### src/rtl/instruction_fetch_pkg.sv
// Shared pipeline definitions for the fetch stage and decode's bubble/flush logic.
//   NOP              : bubble instruction (addi x0,x0,0)
//   DEFAULT_RESET_PC : default PC of the first fetch after reset
//   fetch_state_e    : fetch sequencer states (RUN, DROP, HOLD)
//   word_align       : clears the byte-offset bits of an address
package instruction_fetch_pkg;

  localparam logic [31:0] NOP              = 32'h0000_0013;
  localparam logic [31:0] DEFAULT_RESET_PC = 32'h0000_0000;

  // RUN : a request for pc_r is on the port
  // DROP: the response for pc_r is stale and is discarded, then tgt_r is fetched
  // HOLD: the word for pc_r sits in buf_r waiting for IF/ID to accept it
  typedef enum logic [1:0] {
    RUN  = 2'd0,
    DROP = 2'd1,
    HOLD = 2'd2
  } fetch_state_e;

  function automatic logic [31:0] word_align(input logic [31:0] addr);
    return addr & ~32'h3;
  endfunction

endpackage

### src/rtl/instruction_fetch_if.sv
// Instruction-memory / I-cache fetch port.
//   ic_req   : fetch request (master -> slave)
//   ic_addr  : word-aligned fetch address (master -> slave)
//   ic_rdata : fetched word, valid when ic_ready=1 (slave -> master)
//   ic_ready : response for the current ic_addr this cycle (slave -> master)
interface instruction_fetch_if;
  logic        ic_req;
  logic [31:0] ic_addr;
  logic [31:0] ic_rdata;
  logic        ic_ready;

  modport master (output ic_req, ic_addr, input  ic_rdata, ic_ready);
  modport slave  (input  ic_req, ic_addr, output ic_rdata, ic_ready);
endinterface

### src/rtl/instruction_fetch.sv
// Stage 1 of the RV32I pipeline: owns the PC, issues word fetches and drives
// the IF/ID register. Applies decode redirects and hazard holds and honours
// the global memory stall. A one-word buffer (HOLD) and a discard state (DROP)
// make it tolerant of arbitrary memory latency.
//   clk, rst_n     : clock, synchronous active-low reset
//   memory_stall   : global freeze of IF/ID and PC
//   PC_write       : hazard hold; instruction_1 reloaded from IF_DWrite
//   IF_DWrite      : instruction re-presented during a hazard hold
//   IF_flush       : decode flush; redirect when PC_src is also set
//   PC_src         : redirect select
//   branch_address : redirect target (low two bits ignored)
//   ic             : fetch port (master side)
//   instruction_1  : IF/ID instruction
//   PC_1           : IF/ID PC
module instruction_fetch
  import instruction_fetch_pkg::*;
#(
  parameter logic [31:0] RESET_PC = DEFAULT_RESET_PC
) (
  input  logic                       clk,
  input  logic                       rst_n,
  input  logic                       memory_stall,
  input  logic                       PC_write,
  input  logic [31:0]                IF_DWrite,
  input  logic                       IF_flush,
  input  logic                       PC_src,
  input  logic [31:0]                branch_address,
  instruction_fetch_if.master        ic,
  output logic [31:0]                instruction_1,
  output logic [31:0]                PC_1
);

  fetch_state_e state, state_n;
  logic [31:0]  pc_r, pc_n;
  logic [31:0]  buf_r, buf_n;
  logic [31:0]  tgt_r, tgt_n;
  logic [31:0]  inst_n, pc1_n;
  logic         redirect;
  logic [31:0]  target;

  assign redirect = IF_flush & PC_src;
  assign target   = word_align(branch_address);

  assign ic.ic_req  = rst_n & (state != HOLD);
  assign ic.ic_addr = pc_r;

  always_ff @(posedge clk) begin
    if (!rst_n) begin
      state         <= RUN;
      pc_r          <= RESET_PC;
      buf_r         <= '0;
      tgt_r         <= '0;
      instruction_1 <= NOP;
      PC_1          <= '0;
    end else begin
      state         <= state_n;
      pc_r          <= pc_n;
      buf_r         <= buf_n;
      tgt_r         <= tgt_n;
      instruction_1 <= inst_n;
      PC_1          <= pc1_n;
    end
  end

  always_comb begin
    state_n = state;
    pc_n    = pc_r;
    buf_n   = buf_r;
    tgt_n   = tgt_r;
    inst_n  = instruction_1;
    pc1_n   = PC_1;

    if (memory_stall || PC_write) begin
      // Both freezes capture an arriving word so the request can retire;
      // decode re-asserts any redirect once the freeze ends.
      if (!memory_stall) inst_n = IF_DWrite;
      if (state == RUN && ic.ic_ready) begin
        buf_n   = ic.ic_rdata;
        state_n = HOLD;
      end
    end else if (redirect) begin
      inst_n = NOP;
      pc1_n  = '0;
      unique case (state)
        RUN: begin
          if (ic.ic_ready) begin
            pc_n = target;
          end else begin
            tgt_n   = target;
            state_n = DROP;
          end
        end
        HOLD: begin
          pc_n    = target;
          state_n = RUN;
        end
        DROP: tgt_n = target;
        default: ;
      endcase
    end else begin
      unique case (state)
        RUN: begin
          if (ic.ic_ready) begin
            inst_n = ic.ic_rdata;
            pc1_n  = pc_r;
            pc_n   = pc_r + 32'd4;
          end else begin
            inst_n = NOP;
            pc1_n  = '0;
          end
        end
        HOLD: begin
          inst_n  = buf_r;
          pc1_n   = pc_r;
          pc_n    = pc_r + 32'd4;
          state_n = RUN;
        end
        DROP: begin
          inst_n = NOP;
          pc1_n  = '0;
          if (ic.ic_ready) begin
            pc_n    = tgt_r;
            state_n = RUN;
          end
        end
        default: ;
      endcase
    end
  end

endmodule

### src/flat_wrapper.sv
// flat-port wrapper written by rule: the top's interface ports become plain ports
module instruction_fetch_flat import instruction_fetch_pkg::*;
#(
  parameter logic [31:0] RESET_PC = DEFAULT_RESET_PC
)
  (clk, rst_n, memory_stall, PC_write, IF_DWrite, IF_flush, PC_src, branch_address, instruction_1, PC_1, ic_ic_req, ic_ic_addr, ic_ic_rdata, ic_ic_ready);
  instruction_fetch_if ic_i ();
  input  logic clk;
  input  logic rst_n;
  input  logic memory_stall;
  input  logic PC_write;
  input  logic [31:0] IF_DWrite;
  input  logic IF_flush;
  input  logic PC_src;
  input  logic [31:0] branch_address;
  output logic [31:0] instruction_1;
  output logic [31:0] PC_1;
  output wire logic [$bits(ic_i.ic_req)-1:0] ic_ic_req;
  output wire logic [$bits(ic_i.ic_addr)-1:0] ic_ic_addr;
  input wire logic [$bits(ic_i.ic_rdata)-1:0] ic_ic_rdata;
  input wire logic [$bits(ic_i.ic_ready)-1:0] ic_ic_ready;
  assign ic_ic_req = ic_i.ic_req;
  assign ic_ic_addr = ic_i.ic_addr;
  assign ic_i.ic_rdata = ic_ic_rdata;
  assign ic_i.ic_ready = ic_ic_ready;
  instruction_fetch #(.RESET_PC(RESET_PC)) u_core (.clk(clk), .rst_n(rst_n), .memory_stall(memory_stall), .PC_write(PC_write), .IF_DWrite(IF_DWrite), .IF_flush(IF_flush), .PC_src(PC_src), .branch_address(branch_address), .ic(ic_i), .instruction_1(instruction_1), .PC_1(PC_1));
endmodule
### config.mk
export PLATFORM = sky130hd
export DESIGN_NAME = instruction_fetch_flat
export DESIGN_NICKNAME = d
export VERILOG_FILES = /design/src/rtl/instruction_fetch_pkg.sv /design/src/rtl/instruction_fetch_if.sv /design/src/rtl/instruction_fetch.sv /design/src/flat_wrapper.sv
export SDC_FILE = /design/constraint.sdc
export NUM_CORES = 1
export LEC_CHECK = 0
export BUFFER_PORTS_ARGS = -buffer_cell sky130_fd_sc_hd__buf_2
export CAP_MARGIN = 15
export CORE_ASPECT_RATIO = 0.9
export CORE_UTILIZATION = 45
export DETAILED_ROUTE_END_ITERATION = 10
export GPL_TIMING_DRIVEN = 0
export PLACE_DENSITY_LB_ADDON = 0.3
export SLEW_MARGIN = 20
export SYNTH_ARGS = -nofsm -noshare
export SYNTH_HDL_FRONTEND = slang
export SYNTH_SLANG_ARGS = --single-unit
### constraint.sdc
create_clock -name clk -period 4.45 [get_ports clk]
set_input_delay 0.2225 -clock clk [delete_from_list [all_inputs] [get_ports clk]]
set_output_delay 0.2225 -clock clk [all_outputs]
set_load 0.01 [all_outputs]
==> run metrics <==
drt wl/cell=17.8 microns; dpl cell area=8650 sq um; maximum root-to-sink buffer count=2; via count=8183; max-slew violation count=0; final period utilization=0.695; peak supply drop=0.000292 V; Sw Ratio=0.273; Post-synth ARST share=0; failing checks=DRC; CTS Hold Bufs=0; clock-pin slew on the worst setup and hold paths=0.06 ns; Crit Path Max Fanout=10; Initial Util=0.460; 1st-iter DRT viols=880; Via-to-Cell Ratio=5.80; post-CTS setup buffers=0; hpwl dp=between 15000 and 20000 microns; switching power=about 930 uW; worst path required time=4.78 ns; gpl congestion=about 0.94; average size of a mapped cell=approximately 7.6 sq um; Routed Antenna Nets=0; CP endpoint kind=flip-flop; CTS Sinks=roughly 160; htree depth=4; YS warnings=0; Synth area leaders=dfxtp_1 42%, nand2_1 9.3%, a21oi_1 8.8%, a22oi_1 6.0%, nor2_1 5.7%; PortBufs=193; Resized Gates After CTS=0; worst setup path end=u_core.ic.ic_addr[19]; cell count of the worst reg-to-reg path=11; post-synth top area share=0.424; Peak Freq=323 MHz; R2R Path End=u_core.ic.ic_addr[19]; Min-Delay Path Class=primary input to flip-flop; largest net degree at the start of global routing=17; Die Y=124 microns; worst reg2reg setup slack=1.36 ns; Overflow after GRT=0; Worst Tran Pin Value=0.976 ns; synth cell count leaders=184 x nand2_1, 157 x dfxtp_1, 130 x a21oi_1; final wirelength=25100 microns; register share of total power=0.445; kind of critical path=flip-flop to flip-flop; Clk pwr share=0.423; Power Internal=roughly 2.5 mW; synth-to-layout area growth=24.4%; GRT Total Usage=0.291; post-synthesis register bit count=157; Final Hold Fails=0; startpoint class of the critical path=flip-flop; layout cell share with drive strength beyond 1=0.200; max cap viols=0; total CTS buffers=17; Clock Tree Root=clkbuf_16; Mapped Cells=978; drc violations=2; initial antenna violation count=0; Post-synth EDFFs=0; Worst Skew=0.0114 ns; Comb pwr share=0.131; global-route wire length before repair=37800 microns; unrepaired setup endpoints after global routing=no; Final setup viols=0; final hold slack=0.0346 ns; Synth Cell Area=7420 sq um; area leader, netlist=dfxtp_1; vias in the first global route=7153; CTS tree=yes; Max transition margin=0.343; worst skew pair latency=between 0.4 and 0.5 ns; post-synthesis cell type count=63; P per Cell Area=369 nW/um^2; outcome=finished, violations left; final worst path period need=3.09 ns; die area=about 17000 sq um; Final Cell Area=9230 sq um; total negative setup slack=0 ns; Nets=1299; FF-to-FF Start=u_core.state[1]; CP startpoint=u_core.state[1]; Core Footprint=~16000 sq um; prevailing post-synth register cell=dfxtp_1; Die W=137 microns; Worst Path Arrival=3.43 ns; Pre-antenna DRT Iters=9; share of the yosys chip area belonging to registers=0.424; Leak Pwr=between 3 and 4 nW; # IOs=200; cell row count=44; most numerous cell in the Yosys netlist=nand2_1
layout by cell type, fill, tap and decap left out, drive strengths merged, types with 5 or more instances in the layout:
| cell type | n |
|---|---|
| o221ai | 5 |
| nor4 | 7 |
| a211oi | 33 |
| and3 | 6 |
| or3 | 7 |
| nor2 | 112 |
| nand2 | 184 |
| inv | 9 |
| nand3 | 31 |
| o21ai | 36 |
| a21oi | 130 |
| a22oi | 59 |
| buf | 210 |
| or4 | 7 |
| a31oi | 8 |
| mux2i | 9 |
| nand4 | 14 |
| dfxtp | 157 |
| clkbuf | 92 |
| ha | 5 |
| clkinv | 5 |
critical path, stage by stage, from the launching register on:
cell and delay (ns):
dfxtp_1 0.33, inv_1 0.10, ha_1 0.14, clkbuf_1 0.31, nor2b_1 0.25, or3_1 0.13, clkbuf_1 0.25, or2_1 0.28
clkbuf_1 0.49, buf_2 0.37, nand2_1 0.10, a41oi_1 0.26
through the flow:
| stage | worst slack (ns) | utilization | std cells | power [mW] |
|---|---|---|---|---|
| 2_1_floorplan | 2.13 | - | 979 | 1.79 |
| 3_3_place_gp | 1.35 | 0.536 | 1379 | 1.97 |
| 3_5_place_dp | 1.52 | 0.537 | 1379 | 1.98 |
| 4_1_cts | 1.51 | 0.572 | 1409 | 3.41 |
| 5_1_grt | 1.21 | 0.572 | 1409 | 3.53 |
| 6_report | 1.36 | 0.572 | 1410 | 3.41 |
worst min-delay path by stage:
stage | to | startpoint | cells past startpoint
after floorplan | u_core.tgt_r[25] | branch_address[25] | 2
after global placement | u_core.tgt_r[25] | u_core.tgt_r[25] | 2
after detailed placement | u_core.tgt_r[25] | u_core.tgt_r[25] | 2
after CTS | u_core.buf_r[27] | ic_ic_rdata[27] | 3
after global routing | u_core.buf_r[26] | ic_ic_rdata[26] | 3
final | u_core.buf_r[5] | ic_ic_rdata[5] | 3
sequential cells by signal, summed over array words and instances (netlist names):
signal / flops
u_core.ic.ic_addr: 30
u_core.instruction_1: 32
u_core.PC_1: 31
u_core.tgt_r: 30
u_core.state: 2
u_core.buf_r: 32
per-layer routing:
layer / share of wire / global-route usage / vias up
met4: 0.027 / 0.102 / 0
met5: 0 / 0 / -
li1: - / - / 3905
met3: 0.093 / 0.0667 / 53
met2: 0.43 / 0.432 / 419
met1: 0.45 / 0.413 / 3806
logic make-up after synthesis:
group	share of synthesized area
multiplexers	0.0152
adder cells (fa/ha/maj)	0.00843
AND/OR/NAND/NOR	0.239
other	0.000505
buffers and inverters	0.0523
AO/OA/AOI/OAI	0.255
XOR/XNOR	0.00590
flip-flops	0.424
cell type report:
| type | count | area (sq um) |
|---|---|---|
| Multi-Input combinational cell | 725 | 3900 |
| Fill cell | 1554 | 6900 |
| Sequential cell | 157 | 3140 |
| Clock buffer | 20 | 457 |
| Antenna cell | 1 | 2.50 |
| Timing Repair Buffer | 193 | 966 |
| Clock inverter | 10 | 116 |
| Inverter | 8 | 30.0 |
| Buffer | 89 | 358 |
| Tap cell | 207 | 259 |
power by group through the flow:
stage | combinational (mW) | sequential [mW] | clock, mW
floorplan | 0.237 | 1.55 | 0
global placement | 0.431 | 1.54 | 0
detailed placement | 0.436 | 1.55 | 0
CTS | 0.439 | 1.51 | 1.45
global route | 0.490 | 1.52 | 1.52
finish | 0.447 | 1.52 | 1.44
Power figures use the tool's default switching activity.
